<file path="config.mk">
export PLATFORM = sky130hd
export DESIGN_NAME = seq_subtractor_5_bit
export DESIGN_NICKNAME = d
export VERILOG_FILES = /design/src/rtl/seq_subtractor_5_bit.sv
export SDC_FILE = /design/constraint.sdc
export NUM_CORES = 1
export LEC_CHECK = 0
export ABC_AREA = 1
export CAP_MARGIN = 20
export CELL_PAD_IN_SITES_DETAIL_PLACEMENT = 0
export CELL_PAD_IN_SITES_GLOBAL_PLACEMENT = 2
export CORE_MARGIN = 2
export CORE_UTILIZATION = 32
export CTS_BUF_LIST = sky130_fd_sc_hd__clkbuf_8
export DETAILED_ROUTE_END_ITERATION = 7
export HOLD_SLACK_MARGIN = 0.1
export PLACE_DENSITY = 0.84
export REMOVE_ABC_BUFFERS = 1
export SYNTH_ARGS = -nofsm -noshare
export SYNTH_HDL_FRONTEND = slang
export SYNTH_SLANG_ARGS = --single-unit
</file>
<file path="constraint.sdc">
create_clock -name clk -period 1.6 [get_ports clk]
set_clock_uncertainty 0.05 [all_clocks]
set_input_delay 0.32 -clock clk [delete_from_list [all_inputs] [get_ports clk]]
set_output_delay 0.32 -clock clk [all_outputs]
set_load 0.02 [all_outputs]
</file>
<file path="src/rtl/seq_subtractor_5_bit.sv">
// -----------------------------------------------------------------------------
// seq_subtractor_5_bit
//   Bit-serial subtractor for the calculator datapath. It computes
//   Diff = A - B - Bin one bit per clock, least significant bit first. A
//   start/busy/done handshake connects it to the calculator control FSM.
//
//   Latency: the start edge is followed by WIDTH RUN edges. done is high in
//   the cycle after the last RUN edge, which is WIDTH clocks after the start
//   edge. A start that arrives in the DONE cycle is accepted (back-to-back).
//   A start that arrives while busy is ignored.
//
// Parameters
//   WIDTH  operand/result width and iteration count (default 5)
//
// Ports
//   clk    in   rising-edge system clock
//   rst    in   asynchronous active-high reset
//   start  in   request pulse; A/B/Bin are sampled on the same edge
//   A      in   minuend  [WIDTH-1:0]
//   B      in   subtrahend [WIDTH-1:0]
//   Bin    in   borrow in
//   Diff   out  registered result, held until the next completion
//   Bout   out  registered borrow out of the MSB
//   busy   out  high while an operation is in progress
//   done   out  one-cycle completion strobe
//   Ovf    out  signed overflow of A - B - Bin (present only with SUB_OVF_EN)
//
// Build option
//   SUB_OVF_EN  when defined, adds the Ovf output and its borrow-into-MSB flop
// -----------------------------------------------------------------------------
module seq_subtractor_5_bit #(
  parameter int WIDTH = 5
) (
  input  logic             clk,
  input  logic             rst,
  input  logic             start,
  input  logic [WIDTH-1:0] A,
  input  logic [WIDTH-1:0] B,
  input  logic             Bin,
  output logic [WIDTH-1:0] Diff,
  output logic             Bout,
  output logic             busy,
  output logic             done
`ifdef SUB_OVF_EN
  ,
  output logic             Ovf
`endif
);

  // The counter only has to reach WIDTH-1, so ceil(log2(WIDTH)) bits suffice.
  localparam int              CNT_W    = (WIDTH > 1) ? $clog2(WIDTH) : 1;
  localparam logic [CNT_W-1:0] CNT_ZERO = CNT_W'(0);
  localparam logic [CNT_W-1:0] CNT_ONE  = CNT_W'(1);
  localparam logic [CNT_W-1:0] CNT_LAST = CNT_W'(WIDTH - 1);

  localparam logic [1:0] ST_IDLE = 2'd0;
  localparam logic [1:0] ST_RUN  = 2'd1;
  localparam logic [1:0] ST_DONE = 2'd2;

  logic [1:0]       r_state;
  logic [WIDTH-1:0] r_a_sh;
  logic [WIDTH-1:0] r_b_sh;
  logic [WIDTH-1:0] r_d_sh;
  logic             r_br;
  logic [CNT_W-1:0] r_cnt;
`ifdef SUB_OVF_EN
  logic             r_br_msb;
`endif

  logic             w_d;
  logic             w_br_next;
  logic             w_last;
  logic [WIDTH-1:0] w_d_shifted;

  // One full-subtractor slice on the current LSBs plus the shifted result.
  always_comb begin
    w_d         = r_a_sh[0] ^ r_b_sh[0] ^ r_br;
    w_br_next   = (~r_a_sh[0] & r_b_sh[0]) | (~(r_a_sh[0] ^ r_b_sh[0]) & r_br);
    w_last      = (r_cnt == CNT_LAST);
    w_d_shifted = {w_d, r_d_sh[WIDTH-1:1]};
  end

  // Control FSM, serial datapath and registered outputs.
  always_ff @(posedge clk or posedge rst) begin
    if (rst) begin
      r_state  <= ST_IDLE;
      r_a_sh   <= '0;
      r_b_sh   <= '0;
      r_d_sh   <= '0;
      r_br     <= 1'b0;
      r_cnt    <= CNT_ZERO;
      Diff     <= '0;
      Bout     <= 1'b0;
      busy     <= 1'b0;
      done     <= 1'b0;
`ifdef SUB_OVF_EN
      r_br_msb <= 1'b0;
      Ovf      <= 1'b0;
`endif
    end else begin
      // done is a strobe: it is only raised on the final RUN edge below.
      done <= 1'b0;
      case (r_state)
        // IDLE and DONE both accept a new request; DONE just lasts one cycle.
        ST_IDLE, ST_DONE: begin
          if (start) begin
            r_a_sh  <= A;
            r_b_sh  <= B;
            r_br    <= Bin;
            r_d_sh  <= '0;
            r_cnt   <= CNT_ZERO;
            busy    <= 1'b1;
            r_state <= ST_RUN;
          end else begin
            busy    <= 1'b0;
            r_state <= ST_IDLE;
          end
        end
        ST_RUN: begin
          r_a_sh <= {1'b0, r_a_sh[WIDTH-1:1]};
          r_b_sh <= {1'b0, r_b_sh[WIDTH-1:1]};
          r_d_sh <= w_d_shifted;
          r_br   <= w_br_next;
`ifdef SUB_OVF_EN
          // The borrow produced by bit WIDTH-2 is the borrow into the MSB.
          if (r_cnt == CNT_W'(WIDTH - 2)) begin
            r_br_msb <= w_br_next;
          end else begin
            r_br_msb <= r_br_msb;
          end
`endif
          if (w_last) begin
            // Counter holds at WIDTH-1 rather than wrapping.
            Diff    <= w_d_shifted;
            Bout    <= w_br_next;
            done    <= 1'b1;
            busy    <= 1'b0;
            r_state <= ST_DONE;
`ifdef SUB_OVF_EN
            Ovf     <= r_br_msb ^ w_br_next;
`endif
          end else begin
            r_cnt   <= r_cnt + CNT_ONE;
            busy    <= 1'b1;
            r_state <= ST_RUN;
          end
        end
        default: begin
          busy    <= 1'b0;
          r_state <= ST_IDLE;
        end
      endcase
    end
  end

endmodule

</file>
==> summary.md <==
| Metric | Value |
|---|---|
| Outcome | completed |
| RSZ-0062 raised after global routing | false |
| Worst Max-Slew Pin Slew | 0.3467 ns |
| Synth Area in Adders | 0.03377 |
| Final period util | 0.8611 |
| Fmax | 725.8 MHz |
| Diode count | 0 |
| Via count | 971 |
| Clock Path Buffers | 2 |
| Layout net count | 200 |
| Post-synth top cells | nand2_1, inv_1, dfrtp_1 |
| Worst-Skew Late Latency | 0.26 ns |
| Final Slew Violations | 0 |
| Clock Sinks | 27 |
| # H-tree levels | 1 |
| Initial antenna violation count | 0 |
| First-pass GRT wire length | 3981 um |
| Setup TNS | 0 ns |
| First-pass DRT Iterations | 4 |
| Critical Path Start Type | register |
| CP peak stage delay | 0.41 ns |
| Comb power frac | 0.502 |
| Switching share of power | 0.4262 |
| Port Buffers | 21 |
| NetSw | 1.304 mW |
| Reg clk slew, reported paths | 0.09 ns |
| Setup Crit Path Kind | reg2out |
| Main synth FF type | dfrtp_1 |
| CTS buffer count | 3 |
| Antenna-violating nets left | 0 |
| Final min period | 1.378 ns |
| Area share of xor/xnor cells in the synthesized design | 0 |
| # IOs | 22 |
| Post-Synth Simple-Gate Area | 0.2561 |
| Internal | 1.756 mW |
| Compound-Gate Fraction of Synth Area | 0.06567 |
| CP Cell Sequence | dlygate4sd2_1 |
| Starting Density | 0.3334 |
| Synth async-reset ratio | 1.000 |
| Worst Path Arrival | 1.01 ns |
| Largest family of logic cells by synthesized area | simple AND/OR/NAND/NOR gates |
| Synth top area share | 0.5066 |
| Post-synthesis mux area share | 0 |
| Number of DRC markers in iteration 0 | 54 |
| CTS tree | done |
| Core Area | 0.004000 mm2 |
| Global route total overflow | 0 |
| Max FO, Critical Path | 3 |
| # setup viols final | 0 |
| Final WL | 2254 um |
| Synth area leaders | dfrtp_1, nand2_1, inv_1 |
| Vias per inst | 4.185 |
| Crit path max-delay family | flip-flops |
| Worst hold path class | in2async |
| Fraction of layout cells with a size suffix above 1 | 0.1264 |
| WP data required | 1.23 ns |
| Post-synth EDFFs | 0 |
| Worst-case vdd ir drop | 567.2 uV |
| Die X | 68.56 um |
| LEAKAGE | 0.9607 nW |
| Ys Warns | 0 |
| Most common cell in the synthesized netlist | nand2_1 |
| Syn avg cell area | 8.442 um2 |
| GRT Util Overall | 0.1149 |
| Final GP Congestion | 0.7155 |
| Post-Syn Area | 0.001334 mm2 |
| # rows | 23 |
| Unique cell type count in the Yosys netlist | 18 |
| Largest net degree at the start of global routing | 28 |
| Register area share after synthesis | 0.5066 |
| Post-synthesis register bit count | 27 |
| Area Overhead vs Synth | 22.80% |
| Die Area | 0.004700 mm2 |
| Clock power share | 0.123 |
| PwrDens | 1868 mW/mm2 |
| Hold Vio Cnt, Final | 0 |
| Vias in the first global route | 934 |
| Post-layout util | 0.4094 |
| Drt drc | 0 |
| DIE HEIGHT | 68.56 um |
| Reg power frac | 0.375 |
| Root Buffer Master | clkbuf_8 |
| Max cap viols | 0 |
| Max_slew headroom | 0.7689 |
| Setup Fix Bufs, Post-CTS | 0 |
| Synth area leader | dfrtp_1 |
| Post-synthesis cell count | 158 |
| WP buf/inv | 1 |
| Setup crit end kind | primary output |
| Detailed placer's ending HPWL | 1653 um |
| Slowest library cell on the worst path | dfrtp_1 |
| Wire per inst | 9.716 um |
final timing paths:
kind | start | endpoint | slack, ns | cells past startpoint
min | rst | r_state[1]$_DFF_PP0_ | 0.35 | 3
max | r_state[0]$_DFF_PP0_ | busy | 0.22 | 1
max reg2reg | r_cnt[0]$_DFFE_PP0P_ | Diff[4]$_DFFE_PP0P_ | 0.26 | 7
min in group clk | Diff[1]$_DFFE_PP0P_ | Diff[1]$_DFFE_PP0P_ | 0.43 | 2
min reg2reg | Diff[1]$_DFFE_PP0P_ | Diff[1]$_DFFE_PP0P_ | 0.43 | 2
max in group asynchronous | rst | r_b_sh[1]$_DFFE_PP0P_ | 0.89 | 3
stage by stage:
stage / instances / hold slack, ns / worst slack, ns / area [um2] / total power, mW
floorplan: 154 / 0.3227 / 0.2638 / 1292 / 2.271
finish: 232 / 0.3546 / 0.2223 / 1638 / 3.060
global route: 232 / 0.4105 / 0.1017 / 1638 / 3.367
detailed placement: 228 / 0.4178 / 0.07226 / 1588 / 2.767
global placement: 228 / 0.4140 / 0.08906 / 1588 / 2.742
CTS: 232 / 0.3673 / 0.0001862 / 1628 / 3.112
power by group through the flow:
stage / registers [mW] / clock network (mW) / logic (mW)
floorplan: 1.25 / 0 / 1.02
global placement: 1.16 / 0 / 1.58
detailed placement: 1.17 / 0 / 1.60
CTS: 1.15 / 0.388 / 1.57
global route: 1.19 / 0.411 / 1.77
finish: 1.15 / 0.377 / 1.54
cell usage in the layout (no fill, tap or decap):
cell,instances
nand2_1,54
inv_1,36
dfrtp_1,27
clkdlybuf4s50_1,13
nand3_1,10
o21ai_2,6
nand2_4,4
o22ai_1,4
dlymetal6s2s_1,4
dlygate4sd2_1,4
nand2_2,3
clkbuf_8,3
buf_4,3
inv_2,2
o21ai_0,2
ha_1,2
nor2_4,1
nand3_2,1
clkinv_1,1
nor2_1,1
fa_1,1
timing repair:
item	4_1_cts	5_1_grt
gates cloned	0	0
setup endpoints to repair	4	4
resized for setup	4	4
hold buffers	0	0
endpoints found under the hold margin	0	0
per-layer routing:
| layer | GRT usage | vias to the layer above | routed length [um] |
|---|---|---|---|
| met2 | 0.1911 | 18 | 1008 |
| met1 | 0.1486 | 441 | 1130 |
| met5 | 0 | - | 0 |
| met4 | 0.04500 | 0 | 24 |
| met3 | 0.01948 | 2 | 91 |
| li1 | - | 510 | - |
registers in the layout, indices dropped and copies added (netlist names):
register / flops
r_br: 1
r_state: 2
Diff: 5
Bout: 1
r_cnt: 3
r_b_sh: 5
r_a_sh: 5
r_d_sh: 4
done: 1
kinds of logic after synthesis:
kind of cell | Yosys count
adders and majority gates | 3
and+or+nand+nor | 74
DFF | 27
AOI/OAI and AO/OA | 12
buffers and inverters | 42
area by class of cell:
cell class	instances	area, um2
clock buffer	3	41.29
clock inverter	1	3.754
fill	418	2362
inverter	38	142.6
multi-input combinational	89	474.2
sequential	27	675.6
tap	50	62.56
timing repair buffer	24	237.7
(Power assumes the default switching activity.)
